===== src/rtl/drum_pipe_if.sv =====
// drum_pipe_if: operand/result bus for the drum_pipe approximate multiplier.
//   in_*      : operand pair, mode bits and tag offered by the source (valid/ready)
//   out_*     : product, tag and truncation flag offered to the sink (valid/ready)
//   op_count  : saturating count of completed result handshakes
// Modports: master = source/sink side, slave = the multiplier.
interface drum_pipe_if #(
    parameter int N     = 16,
    parameter int M     = 16,
    parameter int TAG_W = 4
);
    logic             in_valid;
    logic             in_ready;
    logic [N-1:0]     in_a;
    logic [M-1:0]     in_b;
    logic             in_signed;
    logic             in_exact;
    logic [TAG_W-1:0] in_tag;
    logic             out_valid;
    logic             out_ready;
    logic [N+M-1:0]   out_r;
    logic [TAG_W-1:0] out_tag;
    logic             out_trunc;
    logic [15:0]      op_count;

    modport master (
        output in_valid, in_a, in_b, in_signed, in_exact, in_tag, out_ready,
        input  in_ready, out_valid, out_r, out_tag, out_trunc, op_count
    );

    modport slave (
        input  in_valid, in_a, in_b, in_signed, in_exact, in_tag, out_ready,
        output in_ready, out_valid, out_r, out_tag, out_trunc, op_count
    );
endinterface


===== src/rtl/drum_pipe.sv =====
// drum_pipe: three-stage pipelined DRUM-K approximate / exact multiplier.
//   clk  : rising-edge clock
//   rst  : synchronous active-high reset, flushes every in-flight operation
//   bus  : drum_pipe_if.slave -- operand handshake in, result handshake out,
//          saturating op_count of completed results
// Stages: S1 conditioning + leading-one detect, S2 multiply, S3 shift/sign.
// All stages advance together whenever the output register is empty or drained.
module drum_pipe #(
    parameter int N     = 16,
    parameter int M     = 16,
    parameter int K     = 6,
    parameter int TAG_W = 4
) (
    input logic        clk,
    input logic        rst,
    drum_pipe_if.slave bus
);
    localparam int MX  = (N > M) ? N : M;
    localparam int TW  = $clog2(MX);
    localparam int RW  = N + M;
    localparam int PKW = 2 * K;
    localparam logic [TW-1:0] KM1 = TW'(K - 1);

    // Index of the most significant set bit; zero input maps to index 0.
    function automatic logic [TW-1:0] lead_one(input logic [MX-1:0] v);
        logic [TW-1:0] idx;
        idx = '0;
        for (int i = 0; i < MX; i++) begin
            if (v[i]) begin
                idx = TW'(i);
            end else begin
                idx = idx;
            end
        end
        return idx;
    endfunction

    // Kept K-bit segment: top K-1 bits below-and-including the leading one,
    // with the dropped tail replaced by a forced 1 (DRUM unbiasing).
    function automatic logic [K-1:0] seg_of(input logic [MX-1:0] v, input logic [TW-1:0] t);
        logic [K-1:0] seg;
        if (t > KM1) begin
            seg = K'(v >> (t - KM1)) | {{(K-1){1'b0}}, 1'b1};
        end else begin
            seg = v[K-1:0];
        end
        return seg;
    endfunction

    // Left shift that restores the segment to its original weight.
    function automatic logic [TW-1:0] shift_of(input logic [TW-1:0] t);
        logic [TW-1:0] p;
        if (t > KM1) begin
            p = t - KM1;
        end else begin
            p = '0;
        end
        return p;
    endfunction

    logic                en_s;
    logic [MX-1:0]       mag_a_s;
    logic [MX-1:0]       mag_b_s;
    logic [TW-1:0]       lead_a_s;
    logic [TW-1:0]       lead_b_s;
    logic                sign_s;
    logic                trunc_s;

    // S1 registers
    logic                v1_r;
    logic [K-1:0]        seg_a_r;
    logic [K-1:0]        seg_b_r;
    logic [TW-1:0]       p_a_r;
    logic [TW-1:0]       p_b_r;
    logic                sign1_r;
    logic                exact1_r;
    logic                signed1_r;
    logic                trunc1_r;
    logic [TAG_W-1:0]    tag1_r;
    logic [N-1:0]        a1_r;
    logic [M-1:0]        b1_r;

    // S2 registers
    logic                v2_r;
    logic [PKW-1:0]      prod_k_r;
    logic [RW-1:0]       prod_x_r;
    logic [TW:0]         shift2_r;
    logic                sign2_r;
    logic                exact2_r;
    logic                trunc2_r;
    logic [TAG_W-1:0]    tag2_r;

    logic [RW-1:0]       a_ext_s;
    logic [RW-1:0]       b_ext_s;

    // S3 registers
    logic                v3_r;
    logic [RW-1:0]       out_r_r;
    logic [TAG_W-1:0]    out_tag_r;
    logic                out_trunc_r;
    logic [15:0]         op_count_r;

    logic [RW-1:0]       r_mag_s;
    logic [RW-1:0]       result_s;

    // Whole pipe moves only when the output slot is free or being drained.
    assign en_s = ~v3_r | bus.out_ready;

    // Operand conditioning: one's-complement magnitude in signed mode, then LOD.
    always_comb begin
        mag_a_s = '0;
        mag_b_s = '0;
        if (bus.in_signed && bus.in_a[N-1]) begin
            mag_a_s[N-1:0] = ~bus.in_a;
        end else begin
            mag_a_s[N-1:0] = bus.in_a;
        end
        if (bus.in_signed && bus.in_b[M-1]) begin
            mag_b_s[M-1:0] = ~bus.in_b;
        end else begin
            mag_b_s[M-1:0] = bus.in_b;
        end
        lead_a_s = lead_one(mag_a_s);
        lead_b_s = lead_one(mag_b_s);
        sign_s   = bus.in_signed & (bus.in_a[N-1] ^ bus.in_b[M-1]);
        trunc_s  = ~bus.in_exact & ((lead_a_s > KM1) | (lead_b_s > KM1));
    end

    // Stage 1: capture segments, shifts, sign, mode, tag and raw operands.
    always_ff @(posedge clk) begin
        if (rst) begin
            v1_r      <= 1'b0;
            seg_a_r   <= '0;
            seg_b_r   <= '0;
            p_a_r     <= '0;
            p_b_r     <= '0;
            sign1_r   <= 1'b0;
            exact1_r  <= 1'b0;
            signed1_r <= 1'b0;
            trunc1_r  <= 1'b0;
            tag1_r    <= '0;
            a1_r      <= '0;
            b1_r      <= '0;
        end else if (en_s) begin
            v1_r      <= bus.in_valid;
            seg_a_r   <= seg_of(mag_a_s, lead_a_s);
            seg_b_r   <= seg_of(mag_b_s, lead_b_s);
            p_a_r     <= shift_of(lead_a_s);
            p_b_r     <= shift_of(lead_b_s);
            sign1_r   <= sign_s;
            exact1_r  <= bus.in_exact;
            signed1_r <= bus.in_signed;
            trunc1_r  <= trunc_s;
            tag1_r    <= bus.in_tag;
            a1_r      <= bus.in_a;
            b1_r      <= bus.in_b;
        end
    end

    // Exact operands widened to the full product width; a truncated product of
    // sign-extended values equals the two's-complement product.
    always_comb begin
        if (signed1_r) begin
            a_ext_s = {{M{a1_r[N-1]}}, a1_r};
            b_ext_s = {{N{b1_r[M-1]}}, b1_r};
        end else begin
            a_ext_s = {{M{1'b0}}, a1_r};
            b_ext_s = {{N{1'b0}}, b1_r};
        end
    end

    // Stage 2: K x K segment product and full exact product.
    always_ff @(posedge clk) begin
        if (rst) begin
            v2_r     <= 1'b0;
            prod_k_r <= '0;
            prod_x_r <= '0;
            shift2_r <= '0;
            sign2_r  <= 1'b0;
            exact2_r <= 1'b0;
            trunc2_r <= 1'b0;
            tag2_r   <= '0;
        end else if (en_s) begin
            v2_r     <= v1_r;
            prod_k_r <= PKW'(seg_a_r) * PKW'(seg_b_r);
            prod_x_r <= a_ext_s * b_ext_s;
            shift2_r <= {1'b0, p_a_r} + {1'b0, p_b_r};
            sign2_r  <= sign1_r;
            exact2_r <= exact1_r;
            trunc2_r <= trunc1_r;
            tag2_r   <= tag1_r;
        end
    end

    // Approximate result: re-weight the segment product, then apply the sign.
    always_comb begin
        r_mag_s = RW'(prod_k_r) << shift2_r;
        if (exact2_r) begin
            result_s = prod_x_r;
        end else if (sign2_r) begin
            result_s = ~r_mag_s;
        end else begin
            result_s = r_mag_s;
        end
    end

    // Stage 3: output register, held while the sink stalls.
    always_ff @(posedge clk) begin
        if (rst) begin
            v3_r        <= 1'b0;
            out_r_r     <= '0;
            out_tag_r   <= '0;
            out_trunc_r <= 1'b0;
        end else if (en_s) begin
            v3_r        <= v2_r;
            out_r_r     <= result_s;
            out_tag_r   <= tag2_r;
            out_trunc_r <= trunc2_r;
        end
    end

    // Saturating count of completed output handshakes.
    always_ff @(posedge clk) begin
        if (rst) begin
            op_count_r <= 16'h0000;
        end else if (v3_r && bus.out_ready && (op_count_r != 16'hFFFF)) begin
            op_count_r <= op_count_r + 16'd1;
        end
    end

    // During reset the pipe reports ready although the input is discarded.
    assign bus.in_ready  = rst | en_s;
    assign bus.out_valid = v3_r;
    assign bus.out_r     = out_r_r;
    assign bus.out_tag   = out_tag_r;
    assign bus.out_trunc = out_trunc_r;
    assign bus.op_count  = op_count_r;

endmodule


===== src/flat_wrapper.sv =====
// flat-port wrapper written by rule: the top's interface ports become plain ports
module drum_pipe_flat 
#(
    parameter int N     = 16,
    parameter int M     = 16,
    parameter int K     = 6,
    parameter int TAG_W = 4
)
  (clk, rst, bus_in_valid, bus_in_a, bus_in_b, bus_in_signed, bus_in_exact, bus_in_tag, bus_out_ready, bus_in_ready, bus_out_valid, bus_out_r, bus_out_tag, bus_out_trunc, bus_op_count);
  drum_pipe_if #(.N(N), .M(M), .TAG_W(TAG_W)) bus_i ();
  input logic clk;
  input logic rst;
  input wire logic [$bits(bus_i.in_valid)-1:0] bus_in_valid;
  input wire logic [$bits(bus_i.in_a)-1:0] bus_in_a;
  input wire logic [$bits(bus_i.in_b)-1:0] bus_in_b;
  input wire logic [$bits(bus_i.in_signed)-1:0] bus_in_signed;
  input wire logic [$bits(bus_i.in_exact)-1:0] bus_in_exact;
  input wire logic [$bits(bus_i.in_tag)-1:0] bus_in_tag;
  input wire logic [$bits(bus_i.out_ready)-1:0] bus_out_ready;
  output wire logic [$bits(bus_i.in_ready)-1:0] bus_in_ready;
  output wire logic [$bits(bus_i.out_valid)-1:0] bus_out_valid;
  output wire logic [$bits(bus_i.out_r)-1:0] bus_out_r;
  output wire logic [$bits(bus_i.out_tag)-1:0] bus_out_tag;
  output wire logic [$bits(bus_i.out_trunc)-1:0] bus_out_trunc;
  output wire logic [$bits(bus_i.op_count)-1:0] bus_op_count;
  assign bus_i.in_valid = bus_in_valid;
  assign bus_i.in_a = bus_in_a;
  assign bus_i.in_b = bus_in_b;
  assign bus_i.in_signed = bus_in_signed;
  assign bus_i.in_exact = bus_in_exact;
  assign bus_i.in_tag = bus_in_tag;
  assign bus_i.out_ready = bus_out_ready;
  assign bus_in_ready = bus_i.in_ready;
  assign bus_out_valid = bus_i.out_valid;
  assign bus_out_r = bus_i.out_r;
  assign bus_out_tag = bus_i.out_tag;
  assign bus_out_trunc = bus_i.out_trunc;
  assign bus_op_count = bus_i.op_count;
  drum_pipe #(.N(N), .M(M), .K(K), .TAG_W(TAG_W)) u_core (.clk(clk), .rst(rst), .bus(bus_i));
endmodule

===== config.mk =====
export PLATFORM = sky130hd
export DESIGN_NAME = drum_pipe_flat
export DESIGN_NICKNAME = d
export VERILOG_FILES = /design/src/rtl/drum_pipe_if.sv /design/src/rtl/drum_pipe.sv /design/src/flat_wrapper.sv
export SDC_FILE = /design/constraint.sdc
export NUM_CORES = 1
export LEC_CHECK = 0
export CORE_ASPECT_RATIO = 0.5
export CORE_UTILIZATION = 45
export DETAILED_ROUTE_END_ITERATION = 6
export GPL_ROUTABILITY_DRIVEN = 0
export GPL_TIMING_DRIVEN = 0
export PLACE_DENSITY = 0.62
export SKIP_LAST_GASP = 1
export SLEW_MARGIN = 15
export SYNTH_ARGS = -nofsm -noshare
export SYNTH_HDL_FRONTEND = slang
export SYNTH_SLANG_ARGS = --single-unit

===== constraint.sdc =====
create_clock -name clk -period 17.9 [get_ports clk]
set_input_delay 3.58 -clock clk [delete_from_list [all_inputs] [get_ports clk]]
set_output_delay 3.58 -clock clk [all_outputs]
set_load 0.01 [all_outputs]

==> metrics.yaml, run 1 <==
outcome:
  status: "finished with violations"
  violations: "design-rule violations"
sta:
  rsz0062_at_grt: "false"
  slew_headroom_pct: 14.4
  fin_tns_setup_ns: 0
  drv_slew: 0
  hold_ws_ns: 0.449
  fin_crit_sh_pct: 55.0
  hold_viol: 0
  fmax_mhz: 102
  finalSetupViolCount: 0
  worstMarginPinSlew_ns: 1.27
  fin_crit_ns: 9.84
  finClkSkew_ns: 0.00992
placed_design:
  port_buffers: 79
  placed_cell_area_um2: 25500
  hpwl_mm: 60.3
synthesis:
  synth_cell_type_count: 85
  synth_simple_gate_area_share_pct: 18.3
  ys.flop_type: "dfxtp_1"
  synth_common_cells: "nand2_1 (422), inv_1 (376), fa_1 (353)"
  ys_seq_area_share_pct: 14.5
  synth_edf_count: 0
  yosysMostFrequentCell: "nand2_1"
  synth_fa_ha_area_share_pct: 37.8
  synth_cells: 2800
  ys_ff_latch: 172
  muxShareOfSynthArea_pct: 3.01
  yosys_warnings: 0
  synth_top_area_share_pct: 29.7
  async_reset_ff_share_pct: 0
  synth_top_family_by_area: "adder cells"
  syn_area_per_cell_um2: 8.50
  syn-num-nets: 3350
  yosys-top-cells-area: "fa_1 (30%), dfxtp_1 (14%), ha_1 (8.1%), nand2_1 (6.7%), inv_1 (5.9%)"
  synth_xor_area_share_pct: 5.55
  syn_area_um2: 23800
  synth_compound_area_share_pct: 11.8
  yosysTopAreaCell: "fa_1"
setup_path:
  slowest_delay_ns: 0.55
  reg2reg_slack_ns: 8.70
  cp-end-kind: "output port"
  arrival_ns: 6.26
  crit_type: "input port to output port"
  reg2reg_depth: 23
  worstPathCellList: "clkdlybuf4s50_1 -> nand2b_1 -> clkbuf_1 -> nor2_1 -> clkbuf_1 -> inv_1 -> clkdlybuf4s50_1"
  r2r-end: "u_core.prod_x_r[31]"
  worstReg2RegStart: "u_core.signed1_r"
  required_ns: 14.32
  start_kind: "input port"
  critPathMaxFanout: 10
  cpMaxStageDelayCell: "clkbuf_1"
global_route:
  grt_pass1_wl_mm: 115
  grt.total_usage_pct: 28.3
  grt-ovfl-total: 0
  antenna_found_initial: 10
  grt_max_degree: 17
  grt_pass1_vias: 19500
power_and_ir_drop:
  power.density_nw_per_um2: 65.7
  peakVddDrop_uv: 73.1
  p_leak_nw: 11.9
  switching_share_pct: 43.8
  seqPwrFrac_pct: 28.5
  p_int_w: 0.000959
  clockPowerShare_pct: 20.0
  combPwrFrac_pct: 51.6
  net-switching-power_w: 0.000748
run:
  cap_viol_max_count: 0
route:
  wire_per_inst_um: 20.6
  initialDrtViolationCount: 1872
  num_vias: 19800
  routed_via_density: 5.49
  wirelength_mm: 74.6
  first_pass_iters: 7
  drc: 2
  ant_nets: 0
cts:
  cts-root-buf: "clkbuf_16"
  clockBufferDepth: 2
  numCtsBuffers: 17
  clkTransAtPathRegs_ns: 0.06
  htree_levels: 4
  ctsHoldBuffers: 0
  tritoncts: "done"
  cts_sinks: 172
  cts-resized-gates: 0
  clock_latency_ns: 0.44
  post_cts_buffers: 0
floorplan:
  ios: 97
  die_x_um: 327
  die_h_um: 165
  dieArea_um2: 53900
  initial_core_util_pct: 45.7
  num_rows: 59
  coreArea_um2: 52100
min_path:
  min_to: "u_core.bus.out_tag[0]"
  whs_path_depth: 2
  hp-class: "flop to flop"
  min-delay-start: "u_core.bus.out_tag[0]"
cells_and_area:
  area_delta_synth_final_pct: 9.21
  fillCellCount: 5124
  finalInstanceArea_um2: 26000
  final_layout_size_suffix_gt1_share_pct: 3.40
  fin_nets: 3448
==> power by group through the flow <==
stage	Sequential [W]	Combinational (W)	Clock, W
global route	0.000489	0.000979	0.000360
floorplan	0.000468	0.000589	0
CTS	0.000483	0.000875	0.000343
detailed placement	0.000490	0.000858	0
finish	0.000486	0.000881	0.000341
global placement	0.000490	0.000858	0
==> metal layers <==
metal  vias up  GRT usage (%)  wire length [um]  share of wire, %
li1       9105              -                 -                 -
met1      9820           40.2             33300                45
met2       786           43.2             32600                44
met3       114           7.09              7070               9.5
met4         4           6.82              1550               2.1
met5         -              0                19             0.025
==> flip-flops by register name (all words and copies together), names as in the netlist, 5 cells and up <==
register and flops:
u_core.bus.out_r 32, u_core.prod_x_r 32, u_core.a1_r 16, u_core.b1_r 16, u_core.bus.op_count 16, u_core.prod_k_r 12
u_core.seg_a_r 6, u_core.seg_b_r 6, u_core.shift2_r 5
==> final cells by class <==
cell class              count  area [um2]  area share, %
flip-flops and latches    172        3440           13.2
clock inverters            11        72.6          0.279
clock buffers              19         443           1.70
well taps                 701         877           3.37
diodes                      4        10.0         0.0385
inverters                 378        1420           5.46
repair buffers             79         791           3.04
plain buffers             172         737           2.83
multi-input cells        2078       18200           70.0
==> how the worst max path moves through the flow <==
stage               slack [ns]           from            to  depth (start not counted)
detailed placement        8.14  bus_out_ready  bus_in_ready                          7
CTS                       8.13  bus_out_ready  bus_in_ready                          7
floorplan                 9.82  bus_out_ready  bus_in_ready                          5
global placement          8.16  bus_out_ready  bus_in_ready                          7
global route              7.95  bus_out_ready  bus_in_ready                          7
finish                    8.06  bus_out_ready  bus_in_ready                          7
==> worst max-delay path: cells and delay by family <==
kind / cells / cell delay, ns
simple gates: 2 / 0.63
buf+inv: 5 / 2.05
==> cells by family (layout without fill, tap and decap cells) <==
logic type | Yosys count | in the layout
AOI/OAI and AO/OA | 443 | 443
xor gates and xnor gates | 150 | 150
adders and majority gates | 508 | 508
buffers and inverters | 550 | 659
DFF | 172 | 172
muxes | 60 | 60
other | 0 | 4
and+or+nand+nor | 917 | 917
==> layout by cell type (no fill, tap or decap), types with 42 or more instances in the layout <==
cell type	instances
a21oi_1	178
clkdlybuf4s50_1	79
fa_1	353
nand2_1	422
nor2_1	123
mux2i_1	42
dfxtp_1	172
inv_1	376
xnor2_1	122
o21ai_0	82
clkbuf_1	132
ha_1	155
and2_1	209
==> metrics by stage <==
stage               total power (W)  cells  util [%]  setup WS [ns]
floorplan                   0.00106   2800         -           9.82
global placement            0.00135   3580      48.9           8.16
detailed placement          0.00135   3580      48.9           8.14
CTS                         0.00170   3610      49.9           8.13
global route                0.00183   3613      49.9           7.95
finish                      0.00171   3614      49.9           8.06
Note: power is estimated with default switching activity, not from simulation.
==> run 2, diff against run 1 <==
==> constraint.sdc (replaced) <==
create_clock -name clk -period 9.1 [get_ports clk]
set_input_delay 1.82 -clock clk [delete_from_list [all_inputs] [get_ports clk]]
set_output_delay 1.82 -clock clk [all_outputs]
set_load 0.01 [all_outputs]
==> run 2 against run 1 <==
  * The run now ends clean
  * Count of clock-buffer cells in the layout is the same
  * Critical path depth grew 15
  * Die area is the same
  * Power grew 97%
  * Sequential cell count is the same
  * Via count shrank 0.22%
  * Clock skew shrank 0.00094 ns
  * Combinational power grew 96%
  * First-iteration DRC count shrank 0.96%
==> metrics.yaml, run 2 (synthesized netlist as in run 1, its figures left out) <==
global_route:
  grt_max_degree: 17  # unchanged
  grt-ovfl-total: 0  # unchanged
  grt_pass1_vias: 19500  # unchanged
  grt_pass1_wl_mm: 115  # unchanged
  grt.total_usage_pct: 28.3  # unchanged
  antenna_found_initial: 10  # unchanged
floorplan:
  num_rows: 59  # unchanged
  coreArea_um2: 52100  # unchanged
  die_x_um: 327  # unchanged
  dieArea_um2: 53900  # unchanged
  initial_core_util_pct: 45.7  # unchanged
  die_h_um: 165  # unchanged
  ios: 97  # unchanged
power_and_ir_drop:
  power.density_nw_per_um2: 129  # +97%
  finalPower_w: 0.00336  # +97%
  p_leak_nw: 11.9  # about the same
  peakVddDrop_uv: 144  # +97%
outcome:
  status: "finished, final reports clean"
route:
  num_vias: 19800  # -0.22%
  drc: 0  # -2
  ant_nets: 0  # unchanged
  wirelength_mm: 74.7  # about the same
  initialDrtViolationCount: 1854  # -0.96%
  routed_via_density: 5.48  # -0.14%
  first_pass_iters: 6  # -1
  wire_per_inst_um: 20.7  # +0.16%
cts:
  numCtsBuffers: 17  # unchanged
  cts-root-buf: "clkbuf_16"
  htree_levels: 4  # unchanged
  cts-resized-gates: 1  # +1
  ctsHoldBuffers: 0  # unchanged
  clockBufferDepth: 2  # unchanged
  post_cts_buffers: 0  # unchanged
  cts_sinks: 172  # unchanged
  clock_latency_ns: 0.43  # about the same
  tritoncts: "done"
  clkTransAtPathRegs_ns: 0.07  # about the same
setup_path:
  crit_type: "flop to flop"
  start_kind: "flop"
  arrival_ns: 9.12  # +2.86 ns
  cp-end-kind: "flop"
  critPathMaxFanout: 10  # unchanged
  required_ns: 9.39  # -4.93 ns
cells_and_area:
  area_delta_synth_final_pct: 9.21  # about the same
  final_common_cell: "nand2_1"
  utilization_pct: 49.9  # about the same
  final_layout_size_suffix_gt1_share_pct: 3.54  # +0.14 points
  finalInstanceArea_um2: 26000  # about the same
  fin_nets: 3445  # -0.087%
  final_cell_mix: "nand2_1 (422), inv_1 (376), fa_1 (353)"
  fillCellCount: 5122  # -0.039%
placed_design:
  placed_cell_area_um2: 25500  # unchanged
  hpwl_mm: 60.3  # unchanged
  port_buffers: 79  # unchanged
min_path:
  hp-class: "flop to flop"
sta:
  finClkSkew_ns: 0.00898  # -0.000936 ns
  fin_crit_sh_pct: 97.1
  finalSetupViolCount: 0  # unchanged
  slew_headroom_pct: 14.1  # -0.29 points
  worstMarginPinSlew_ns: 1.27  # +0.00436 ns
  fmax_mhz: 113
  rsz0062_at_grt: "false"
  drv_slew: 0  # unchanged
  hold_viol: 0  # unchanged
  fin_tns_setup_ns: 0  # unchanged
  fin_crit_ns: 8.83
run:
  cap_viol_max_count: 0  # unchanged
run 2: changes by cell type in the layout (fill, tap and decap cells not counted), sizes merged:
cell,change
clkbuf,-3
run 2: cell type report:
class,count,area [um2],area share [%]
inverters,378,1420,5.46
clock inverters,11,72.6,0.279
flip-flops and latches,172,3440,13.2
plain buffers,169,728,2.80
repair buffers,79,791,3.04
diodes,4,10.0,0.0385
multi-input cells,2078,18200,70.1
well taps,701,877,3.37
clock buffers,19,443,1.70
run 2: power by group:
group / internal [W] / switching, W
registers: 0.000849 / 0.000109
clock network: 0.000352 / 0.000316
logic: 0.000685 / 0.00105
total: 0.00189 / 0.00147
run 2: worst max-delay path, stage by stage, from the launching register on:
cell and delay (ns):
dfxtp_1 0.45, clkbuf_1 0.30, and2_2 0.41, nand2_1 0.15, fa_1 0.64, fa_1 0.42, inv_1 0.13, fa_1 0.54
inv_1 0.47, fa_1 0.51, inv_1 0.09, fa_1 0.45, fa_1 0.58, fa_1 0.50, fa_1 0.57, ha_1 0.37
and3_1 0.20, a221oi_1 0.24, o21ai_0 0.33, a31oi_1 0.41, o211ai_1 0.19, xnor2_1 0.55, a211oi_1 0.16
run 2: per-layer routing:
| layer | GRT usage, % | wire (um) | vias to the layer above |
|---|---|---|---|
| met5 | 0 | 23 | - |
| met4 | 6.82 | 1620 | 4 |
| li1 | - | - | 9099 |
| met3 | 7.09 | 6880 | 123 |
| met1 | 40.2 | 33500 | 9795 |
| met2 | 43.2 | 32600 | 764 |
run 2: stage by stage:
step | instances | hold slack, ns | worst slack (ns)
floorplan | 2800 | 0.423 | 1.63
global placement | 3580 | 0.438 | 0.0258
detailed placement | 3580 | 0.445 | 0.0261
CTS | 3610 | 0.453 | 0.00591
global route | 3610 | 0.470 | 0.0385
finish | 3611 | 0.448 | 0.266
run 2: path summary, 6_finish.rpt:
kind                                             from               endpoint  slack [ns]  cells past startpoint
worst max-delay path                 u_core.signed1_r    u_core.prod_x_r[31]        0.27                     22
worst min register to register  u_core.bus.out_tag[0]  u_core.bus.out_tag[0]        0.45                      2
worst max register to register       u_core.signed1_r    u_core.prod_x_r[31]        0.27                     22
worst min-delay path            u_core.bus.out_tag[0]  u_core.bus.out_tag[0]        0.45                      2
